## src/rtl/adq_pkg.sv

```systemverilog
// Shared types and constants for the temperature acquisition block:
// FSM states, sensor frame layout and the accept/reject rule.
package adq_pkg;

  typedef enum logic [2:0] {
    REPOSO,
    ESPERA,
    SELECCION,
    DESPLAZA,
    CIERRE
  } estado_t;

  // Frame layout: [15:14] sync, [13:3] temperature, [2:1] reserved, [0] parity
  localparam int FRAME_W = 16;
  localparam int SYNC_HI = 15;
  localparam int SYNC_LO = 14;
  localparam int TEMP_HI = 13;
  localparam int TEMP_LO = 3;
  localparam int PAR_BIT = 0;
  localparam int TEMP_W  = TEMP_HI - TEMP_LO + 1;

  localparam logic [1:0] SYNC = 2'b10;

  // 1250 does not fit in 11 signed bits, so the upper bound is carried with
  // one extra bit; on an 11-bit field it can never reject anything.
  localparam logic signed [TEMP_W-1:0] TEMP_MIN = -11'sd400;
  localparam logic signed [TEMP_W:0]   TEMP_MAX = 12'sd1250;

  function automatic logic [TEMP_W-1:0] frame_temp(input logic [FRAME_W-1:0] f);
    return f[TEMP_HI:TEMP_LO];
  endfunction

  // Sync, even parity over [15:1] and temperature range must all hold.
  function automatic logic frame_ok(input logic [FRAME_W-1:0] f);
    logic signed [TEMP_W:0] t;
    logic signed [TEMP_W:0] tmin;
    logic                   par;
    t    = $signed({f[TEMP_HI], f[TEMP_HI:TEMP_LO]});
    tmin = $signed({TEMP_MIN[TEMP_W-1], TEMP_MIN});
    par  = ^f[SYNC_HI:PAR_BIT+1];
    return (f[SYNC_HI:SYNC_LO] == SYNC) && (par == f[PAR_BIT]) &&
           (t >= tmin) && (t <= TEMP_MAX);
  endfunction

  // Sign-extend a temperature to the width of a 4-tap sum.
  function automatic logic signed [TEMP_W+1:0] sx(input logic [TEMP_W-1:0] v);
    return $signed({{2{v[TEMP_W-1]}}, v});
  endfunction

endpackage

```

## src/rtl/adq_gen_sclk.sv

```systemverilog
// Serial clock generator: low half first, DIV_SCLK clk cycles per half,
// with single-cycle strobes flagging the clk edge where sclk rises/falls.
module adq_gen_sclk #(
  parameter int DIV_SCLK = 4
) (
  input  logic clk,
  input  logic rst,
  input  logic en,
  output logic sclk_o,
  output logic sube_o,
  output logic baja_o
);

  localparam int CW = (DIV_SCLK > 2) ? $clog2(DIV_SCLK) : 1;
  localparam logic [CW-1:0] CNT_LAST = CW'(DIV_SCLK - 1);

  logic [CW-1:0] cnt_q, cnt_d;
  logic          sclk_q, sclk_d;
  logic          ultimo;

  assign ultimo = (cnt_q == CNT_LAST);
  assign sclk_o = sclk_q;
  assign sube_o = en && ultimo && !sclk_q;
  assign baja_o = en && ultimo && sclk_q;

  // Half-period count; held at zero (sclk low) whenever not shifting
  always_comb begin
    cnt_d  = cnt_q;
    sclk_d = sclk_q;
    if (!en) begin
      cnt_d  = '0;
      sclk_d = 1'b0;
    end else if (ultimo) begin
      cnt_d  = '0;
      sclk_d = !sclk_q;
    end else begin
      cnt_d  = cnt_q + 1'b1;
    end
  end

  // Counter and sclk level registers
  always_ff @(posedge clk) begin
    if (rst) begin
      cnt_q  <= '0;
      sclk_q <= 1'b0;
    end else begin
      cnt_q  <= cnt_d;
      sclk_q <= sclk_d;
    end
  end

endmodule

```

## src/rtl/adquisicion_temp.sv

```systemverilog
// Periodic SPI-mode-0 read of a digital temperature sensor. Each frame is
// checked (sync, parity, range) and either published on temp_salida with a
// temp_valida pulse or dropped with an error_trama pulse.
// Optional build macro ADQ_PROMEDIO_EN: temp_salida becomes a 4-sample
// moving average of accepted samples instead of the latest raw sample.
module adquisicion_temp
  import adq_pkg::*;
#(
  parameter int DIV_SCLK        = 4,
  parameter int PERIODO_MUESTRA = 1000
) (
  input  logic                     clk,
  input  logic                     rst,
  input  logic                     habilitar,
  input  logic                     miso_i,
  output logic                     sclk_o,
  output logic                     cs_n_o,
  output logic signed [TEMP_W-1:0] temp_salida,
  output logic                     temp_valida,
  output logic                     error_trama
);

  if (DIV_SCLK < 2) begin : g_chk_div
    $error("DIV_SCLK must be at least 2");
  end
  if (PERIODO_MUESTRA < 33 * DIV_SCLK + 4) begin : g_chk_per
    $error("PERIODO_MUESTRA too short for a full frame");
  end

  localparam int TW = $clog2(PERIODO_MUESTRA);
  localparam logic [TW-1:0] PER_LAST = TW'(PERIODO_MUESTRA - 1);
  localparam logic [TW-1:0] SEL_LAST = TW'(DIV_SCLK - 1);

  estado_t               estado_q, estado_d;
  logic [TW-1:0]         timer_q, timer_d;
  logic [3:0]            bit_q, bit_d;
  logic [FRAME_W-1:0]    shift_q, shift_d;
  logic                  cs_n_q, cs_n_d;
  logic [TEMP_W-1:0]     temp_q, temp_d;
  logic                  valida_q, valida_d;
  logic                  error_q, error_d;

  logic                  sube, baja;
  logic                  acepta;
  logic [TEMP_W-1:0]     muestra;
  logic [TEMP_W-1:0]     salida;

  adq_gen_sclk #(.DIV_SCLK(DIV_SCLK)) u_sclk (
    .clk    (clk),
    .rst    (rst),
    .en     (estado_q == DESPLAZA),
    .sclk_o (sclk_o),
    .sube_o (sube),
    .baja_o (baja)
  );

  assign muestra     = frame_temp(shift_q);
  assign acepta      = (estado_q == CIERRE) && frame_ok(shift_q);
  assign cs_n_o      = cs_n_q;
  assign temp_salida = temp_q;
  assign temp_valida = valida_q;
  assign error_trama = error_q;

  // Next-state logic; a frame in flight always runs to CIERRE
  always_comb begin
    estado_d = estado_q;
    case (estado_q)
      REPOSO:    if (habilitar) estado_d = SELECCION;
      ESPERA: begin
        if (!habilitar)             estado_d = REPOSO;
        else if (timer_q == PER_LAST) estado_d = SELECCION;
      end
      SELECCION: if (timer_q == SEL_LAST) estado_d = DESPLAZA;
      DESPLAZA:  if (baja && (bit_q == 4'd15)) estado_d = CIERRE;
      CIERRE:    estado_d = habilitar ? ESPERA : REPOSO;
      default:   estado_d = REPOSO;
    endcase
  end

  // Period timer: zero on the first SELECCION cycle, saturates at the period
  always_comb begin
    timer_d = timer_q;
    if ((estado_d == SELECCION) && (estado_q != SELECCION))
      timer_d = '0;
    else if (timer_q != PER_LAST)
      timer_d = timer_q + 1'b1;
  end

  // Shift in miso on sclk rises, count completed sclk periods on falls
  always_comb begin
    shift_d = shift_q;
    bit_d   = bit_q;
    if (estado_q == SELECCION) begin
      bit_d = '0;
    end else if (estado_q == DESPLAZA) begin
      if (sube) shift_d = {shift_q[FRAME_W-2:0], miso_i};
      if (baja) bit_d   = bit_q + 1'b1;
    end
  end

`ifdef ADQ_PROMEDIO_EN
  logic [2:0][TEMP_W-1:0]  tap_q, tap_d;
  logic                    lleno_q, lleno_d;
  logic signed [TEMP_W+1:0] suma;

  // Window = new sample plus the three previous accepted ones; the first
  // accepted sample after reset fills every tap. Floor divide by 4.
  always_comb begin
    tap_d   = tap_q;
    lleno_d = lleno_q;
    if (lleno_q)
      suma = sx(muestra) + sx(tap_q[0]) + sx(tap_q[1]) + sx(tap_q[2]);
    else
      suma = $signed({muestra, 2'b00});
    if (acepta) begin
      tap_d   = lleno_q ? {tap_q[1], tap_q[0], muestra} : {3{muestra}};
      lleno_d = 1'b1;
    end
    salida = suma[TEMP_W+1:2];
  end

  // Averaging window registers
  always_ff @(posedge clk) begin
    if (rst) begin
      tap_q   <= '0;
      lleno_q <= 1'b0;
    end else begin
      tap_q   <= tap_d;
      lleno_q <= lleno_d;
    end
  end
`else
  assign salida = muestra;
`endif

  // Registered outputs: chip select follows the next state, result pulses
  // land the cycle after CIERRE
  always_comb begin
    cs_n_d   = !((estado_d == SELECCION) || (estado_d == DESPLAZA));
    temp_d   = temp_q;
    valida_d = 1'b0;
    error_d  = 1'b0;
    if (estado_q == CIERRE) begin
      if (acepta) begin
        valida_d = 1'b1;
        temp_d   = salida;
      end else begin
        error_d  = 1'b1;
      end
    end
  end

  // State, datapath and output registers
  always_ff @(posedge clk) begin
    if (rst) begin
      estado_q <= REPOSO;
      timer_q  <= '0;
      bit_q    <= '0;
      shift_q  <= '0;
      cs_n_q   <= 1'b1;
      temp_q   <= '0;
      valida_q <= 1'b0;
      error_q  <= 1'b0;
    end else begin
      estado_q <= estado_d;
      timer_q  <= timer_d;
      bit_q    <= bit_d;
      shift_q  <= shift_d;
      cs_n_q   <= cs_n_d;
      temp_q   <= temp_d;
      valida_q <= valida_d;
      error_q  <= error_d;
    end
  end

endmodule

```

## config.mk

```make
export PLATFORM = sky130hd
export DESIGN_NAME = adquisicion_temp
export DESIGN_NICKNAME = d
export VERILOG_FILES = /design/src/rtl/adq_pkg.sv /design/src/rtl/adq_gen_sclk.sv /design/src/rtl/adquisicion_temp.sv
export SDC_FILE = /design/constraint.sdc
export NUM_CORES = 1
export LEC_CHECK = 0
export ABC_CLOCK_PERIOD_IN_PS = 2000
export CAP_MARGIN = 20
export CORE_UTILIZATION = 51
export DETAILED_ROUTE_END_ITERATION = 12
export PLACE_DENSITY = 0.73
export SLEW_MARGIN = 20
export SYNTH_ARGS = -nofsm -noshare
export SYNTH_HDL_FRONTEND = slang
export SYNTH_SLANG_ARGS = --single-unit
```

## constraint.sdc

```tcl
create_clock -name clk -period 2 [get_ports clk]
set_input_delay 0.2 -clock clk [delete_from_list [all_inputs] [get_ports clk]]
set_output_delay 0.2 -clock clk [all_outputs]
set_load 0.01 [all_outputs]
```

; Word level (Yosys, flattened, before mapping)
; Cells that the tools add are included.
[totals]
ram_bits = 0
regBits = 50
mem_bits_ro = 0
memories = 0
word_cells = 63
latchBits = 0
[op_classes]
n_eq_ne = 14
n_div = 0
reduce_logical = 22
n_addsub = 3
order_cmp = 2
muxes = 9
shift = 0
multipliers = 0
n_bitwise = 3
[op_table]
columns = cell, n
row1 = $mux W3, 5
row2 = $pmux W3 S5, 1
row3 = $reduce_xor A15 Y1, 1
row4 = $eq A3 B2 Y1 const B, 4
row5 = $le A11 B12 Y1 const B, 1
row6 = $ge A11 B10 Y1 const B, 1
row7 = $add A10 B1 Y10 const B, 1
row8 = $eq A10 B10 Y1 const B, 1
row9 = $eq A10 B2 Y1 const B, 1
row10 = $ne A10 B10 Y1 const B, 1
row11 = $logic_and A1 B1 Y1, 9
row12 = $reduce_or A2 Y1, 4
row13 = $add A4 B1 Y4 const B, 1
row14 = $eq A2 B2 Y1 const B, 2
row15 = $eq A4 B4 Y1 const B, 1
row16 = $reduce_and A2 Y1, 2
row17 = $eq A3 B1 Y1 const B, 1
row18 = $eq A3 B3 Y1 const B, 1
row19 = $logic_not A3 Y1, 1
row20 = $mux W1, 3
row21 = $ne A3 B2 Y1 const B, 1
row22 = $not A1 Y1, 3
row23 = $reduce_and A3 Y1, 1
row24 = $reduce_or A3 Y1, 1
row25 = 4 further kinds, 5

; Logic depth before layout (Yosys ltp)
[depth]
depth_word = 9
ltp_mapped = 8
ltp_nobuf = 7

; Modules after synthesis
; Synthesis repeated with hierarchy kept, for this count alone.
[hier_totals]
cells_unflattened = 268
hier_area_um2 = 2280.9
[by_module_without_submodules]
columns = mod, instances, cells_each, area_per_inst_um2, seq_area_each_um2
row1 = adquisicion_temp, 1, 256, 2163.3, 940.9
row2 = adq_gen_sclk, 1, 12, 117.6, 60.1

; Worst setup path after synthesis
; No wires, ideal clock.
[synth_timing]
kind = register to register
start = register shift_q[3]
end = register temp_q[0] (netlist: temp_salida[0])
path_slack_ns = 0.012
path_stages_with_launch = 9
arrival_time_ns = 1.917
setup_time_ns = 0.072
required_time_ns = 1.928
path_buffers = 1
cell_sequence = dfxtp_1 -> inv_1 -> ha_1 -> xnor2_1 -> xnor2_1 -> xnor3_1 -> nor3_4 -> buf_6 -> mux2i_1
[synth_via]
elab_chain_len = 7
word_cells_on_any_way = 9
classes_between = order compare (2) / eq/ne (1) / reduce/logical (6)
[synth_rtl]
columns = element, line_no
row1 = start: declaration, adquisicion_temp.sv:37  ; logic [FRAME_W-1:0] shift_q, shift_d;
row2 = start signal: assignment, adquisicion_temp.sv:168  ; shift_q <= shift_d;
row3 = branches (longest 7 deep; another with $ge A11 B10 Y1), --
row4 = end signal: assignment, adquisicion_temp.sv:170  ; temp_q <= temp_d;
row5 = end: declaration, adquisicion_temp.sv:39  ; logic [TEMP_W-1:0] temp_q, temp_d;
; Several ways; the timed one is not identified.
; A chain may end at the register's enable or synchronous reset.

; Worst setup path after layout
[layout_timing]
start = register shift_q[7]
end = register temp_q[3] (netlist: temp_salida[3])
[layout_via]
elab_chain_len = 7
word_cells_on_any_way = 9
classes_between = order compare (2) / eq/ne (1) / reduce/logical (6)
[layout_rtl]
columns = element, line_no
row1 = branches (longest 4 deep; another with $ge A11 B10 Y1), --
row2 = $logic_and A1 B1 Y1 *, adq_pkg.sv:42  ; (t >= tmin) && (t <= TEMP_MAX);
row3 = $logic_and A1 B1 Y1 *, adquisicion_temp.sv:58  ; assign acepta = (estado_q == CIERRE) && frame_ok(shift_q);
row4 = $reduce_and A2 Y1 (no line) *, --
; Every way passes the cells marked *.

==> results_dict.tcl <==
set metrics [dict create \
    fin_cells 327 \
    synth_xor_area_share_pct 8.69 \
    synth-edff-count 0 \
    worstPathMaxFanout 6 \
    synth_nets 251 \
    drv_cap 0 \
    die_w_um 68.8 \
    diodes 0 \
    fin_skew_ps 10.4 \
    cts_buffer_depth 2 \
    required_ps 2220 \
    synthMuxAreaShare_pct 12.8 \
    wirelength_um 4240 \
    status "finished with violations" \
    synth_compound_area_share_pct 3.79 \
    max_stage_delay_ps 400 \
    cts_max_level 2 \
    grt_antenna_before_repair 0 \
    grt_pass1_wl_um 7010 \
    grt_max_degree 27 \
    synth_top_family_by_area "simple AND/OR/NAND/NOR gates" \
    power_density_nw_per_um2 600 \
    crit_top_cell "buf_12" \
    num_rows 23 \
    dp_cells 316 \
    synth_common_cells "dfxtp_1 (50), nor2_1 (36), mux2i_1 (29)" \
    final_util_pct 67.9 \
    path_cells "ha_4 -> xnor2_2 -> xnor2_1 -> xnor3_2 -> nor3_4 -> buf_12 -> buf_12 -> mux2i_1" \
    synth_warnings 0 \
    vias 1663 \
    max_freq_mhz 485 \
    violations "negative setup slack" \
    setup_ws_ps -59.9 \
    syn_area_per_cell_um2 9.52 \
    antenna_left 0 \
    dp_hpwl_um 2820 \
    syn_area_um2 2280 \
    power_leakage_nw 0.981 \
    areaGrowthSynthToFinish_pct 23.7 \
    synthSimpleGateAreaFrac_pct 22.9 \
    vias_per_cell 5.09 \
    pin_count 19 \
    tightest_slew_ps 337 \
    syn_inst 239 \
    slowest_stage "xnor3_2" \
    hp-class "reg2reg" \
    finalHoldViolations 0 \
    clock-root-buffer "clkbuf_8" \
    synthTopCellsByArea "dfxtp_1 (44%), mux2i_1 (13%), nor2_1 (5.9%)" \
    async_flop_share_pct 0 \
    drt_iter0_drc 96 \
    p_total_mw 1.69 \
    layout-drive-gt1-share_pct 16.6 \
    core-area_um2 4140 \
    clk_pin_slew_worst_paths_ps 90 \
    crit_arrival_ps 2280 \
    peakVddDrop_uv 432 \
    synth_most_common_cell "dfxtp_1" \
    cts_sinks 50 \
    ys_ff_latch 50 \
    grt_pass1_vias 1578 \
    grt_overflow 0 \
    synth_ff_type "dfxtp_1" \
    relSlewSlack_pct 77.3 \
    cp-end-kind "flop" \
    yosysTopAreaCell "dfxtp_1" \
    initial_core_util_pct 54.9 \
    drc 0 \
    yosysSeqAreaShare_pct 44.0 \
    port_buffers 18 \
    rsz0062_at_grt "true" \
    timing.final.max_slew_violations 0 \
    setup_viol 10 \
    grt_use_total_pct 20.4 \
    synthAdderAreaFrac_pct 4.40 \
    synth.distinct_cells 33 \
    clk_latency_ps 300 \
    period_minus_slack_ps 2060 \
    dp_slack_ps -28.6 \
    numCtsBuffers 5 \
    criticalPathCategory "reg2reg" \
    yosys.area.top_type_share_pct 44.0 \
    nNetsFinal 288 \
    cts-hold-fix-buffers 0 \
    cts_tree "done" \
    start_kind "flop" \
    dr.pass1.iters 4 \
    gp_congestion 0.797 \
    avgRoutedWirePerCell_um 13.0 \
    finalCritPeriodShare_pct 103 \
    dieArea_um2 4730 \
    die_h_um 68.8 \
]
-- repair_timing --
action	in CTS	in global routing
cloned	1	0
pin swaps	1	1
endpoints found under the hold margin	0	0
buffers inserted	1	1
endpoints found under the setup margin	11	13
gates resized for setup	9	4
-- metrics by stage --
| step | setup TNS, ps | instance area [µm²] | hold slack [ps] |
|---|---|---|---|
| 2_1_floorplan | 0 | 2280 | 347 |
| 3_3_place_gp | 0 | 2620 | 415 |
| 3_5_place_dp | -170 | 2620 | 423 |
| 4_1_cts | -154 | 2800 | 437 |
| 5_1_grt | -1880 | 2820 | 461 |
| 6_report | -214 | 2820 | 435 |
-- registers in the layout, indices dropped and copies added, names as in the netlist --
signal,cells
shift_q,16
temp_salida,11
timer_q,10
bit_q,4
estado_q,3
u_sclk.cnt_q,2
cs_n_o,1
error_trama,1
temp_valida,1
u_sclk.sclk_o,1
-- where the power goes --
group	switching [mW]	internal, mW
logic	0.0376	0.0359
clock network	0.328	0.278
registers	0.00675	1.00
-- layout by cell type (no fill, tap or decap), types with 2 or more instances in the layout --
cell type         n
dfxtp_1          47
nor2_1           36
mux2i_1          29
nand2b_1         21
clkdlybuf4s50_1  18
buf_4            17
nand3_1          11
xnor2_1          11
nand2_1           9
xor2_1            8
inv_1             7
nor3_1            6
ha_1              6
clkbuf_8          6
a21oi_1           4
inv_2             3
o21ai_0           3
nor4_1            3
dfxtp_2           3
nor3_4            2
nand3b_1          2
nor2b_1           2
ha_4              2
buf_12            2
-- final cells by class --
class | instances | area (µm²)
Tap cell | 50 | 62.6
Clock inverter | 2 | 12.5
Inverter | 10 | 37.5
Multi-Input combinational cell | 171 | 1240
Timing Repair Buffer | 38 | 375
Fill cell | 349 | 1330
Sequential cell | 50 | 1000
Clock buffer | 6 | 82.6
-- worst max-delay path, delay by kind of cell, from the launching register on --
kind | cells | cell delay, ps
xor gates and xnor gates | 3 | 730
adders and majority gates | 1 | 220
buffers and inverters | 2 | 270
DFF | 1 | 380
muxes | 1 | 200
and+or+nand+nor | 1 | 170
-- kinds of logic after synthesis --
kind of cell	Yosys count
AND/OR/NAND/NOR	100
flip-flops	50
multiplexers	29
XOR/XNOR	21
buffers and inverters	18
AO/OA/AOI/OAI	13
adder cells (fa/ha/maj)	8
-- path summary, 6_finish.rpt --
| kind | from | endpoint | slack, ps | cells after the start |
|---|---|---|---|---|
| max reg2reg | shift_q[7] | temp_salida[3] | -60 | 8 |
| min reg2reg | u_sclk.cnt_q[0] | u_sclk.cnt_q[0] | 430 | 1 |
| min | u_sclk.cnt_q[0] | u_sclk.cnt_q[0] | 430 | 1 |
| max | shift_q[7] | temp_salida[3] | -60 | 8 |
-- layer usage --
metal	vias up	part of all wire (%)	global-route usage, %
li1	874	-	-
met1	756	52	27.4
met2	26	43	30.4
met3	7	3.4	5.10
met4	0	1.8	9.69
met5	-	0	0
(Power assumes the default switching activity.)
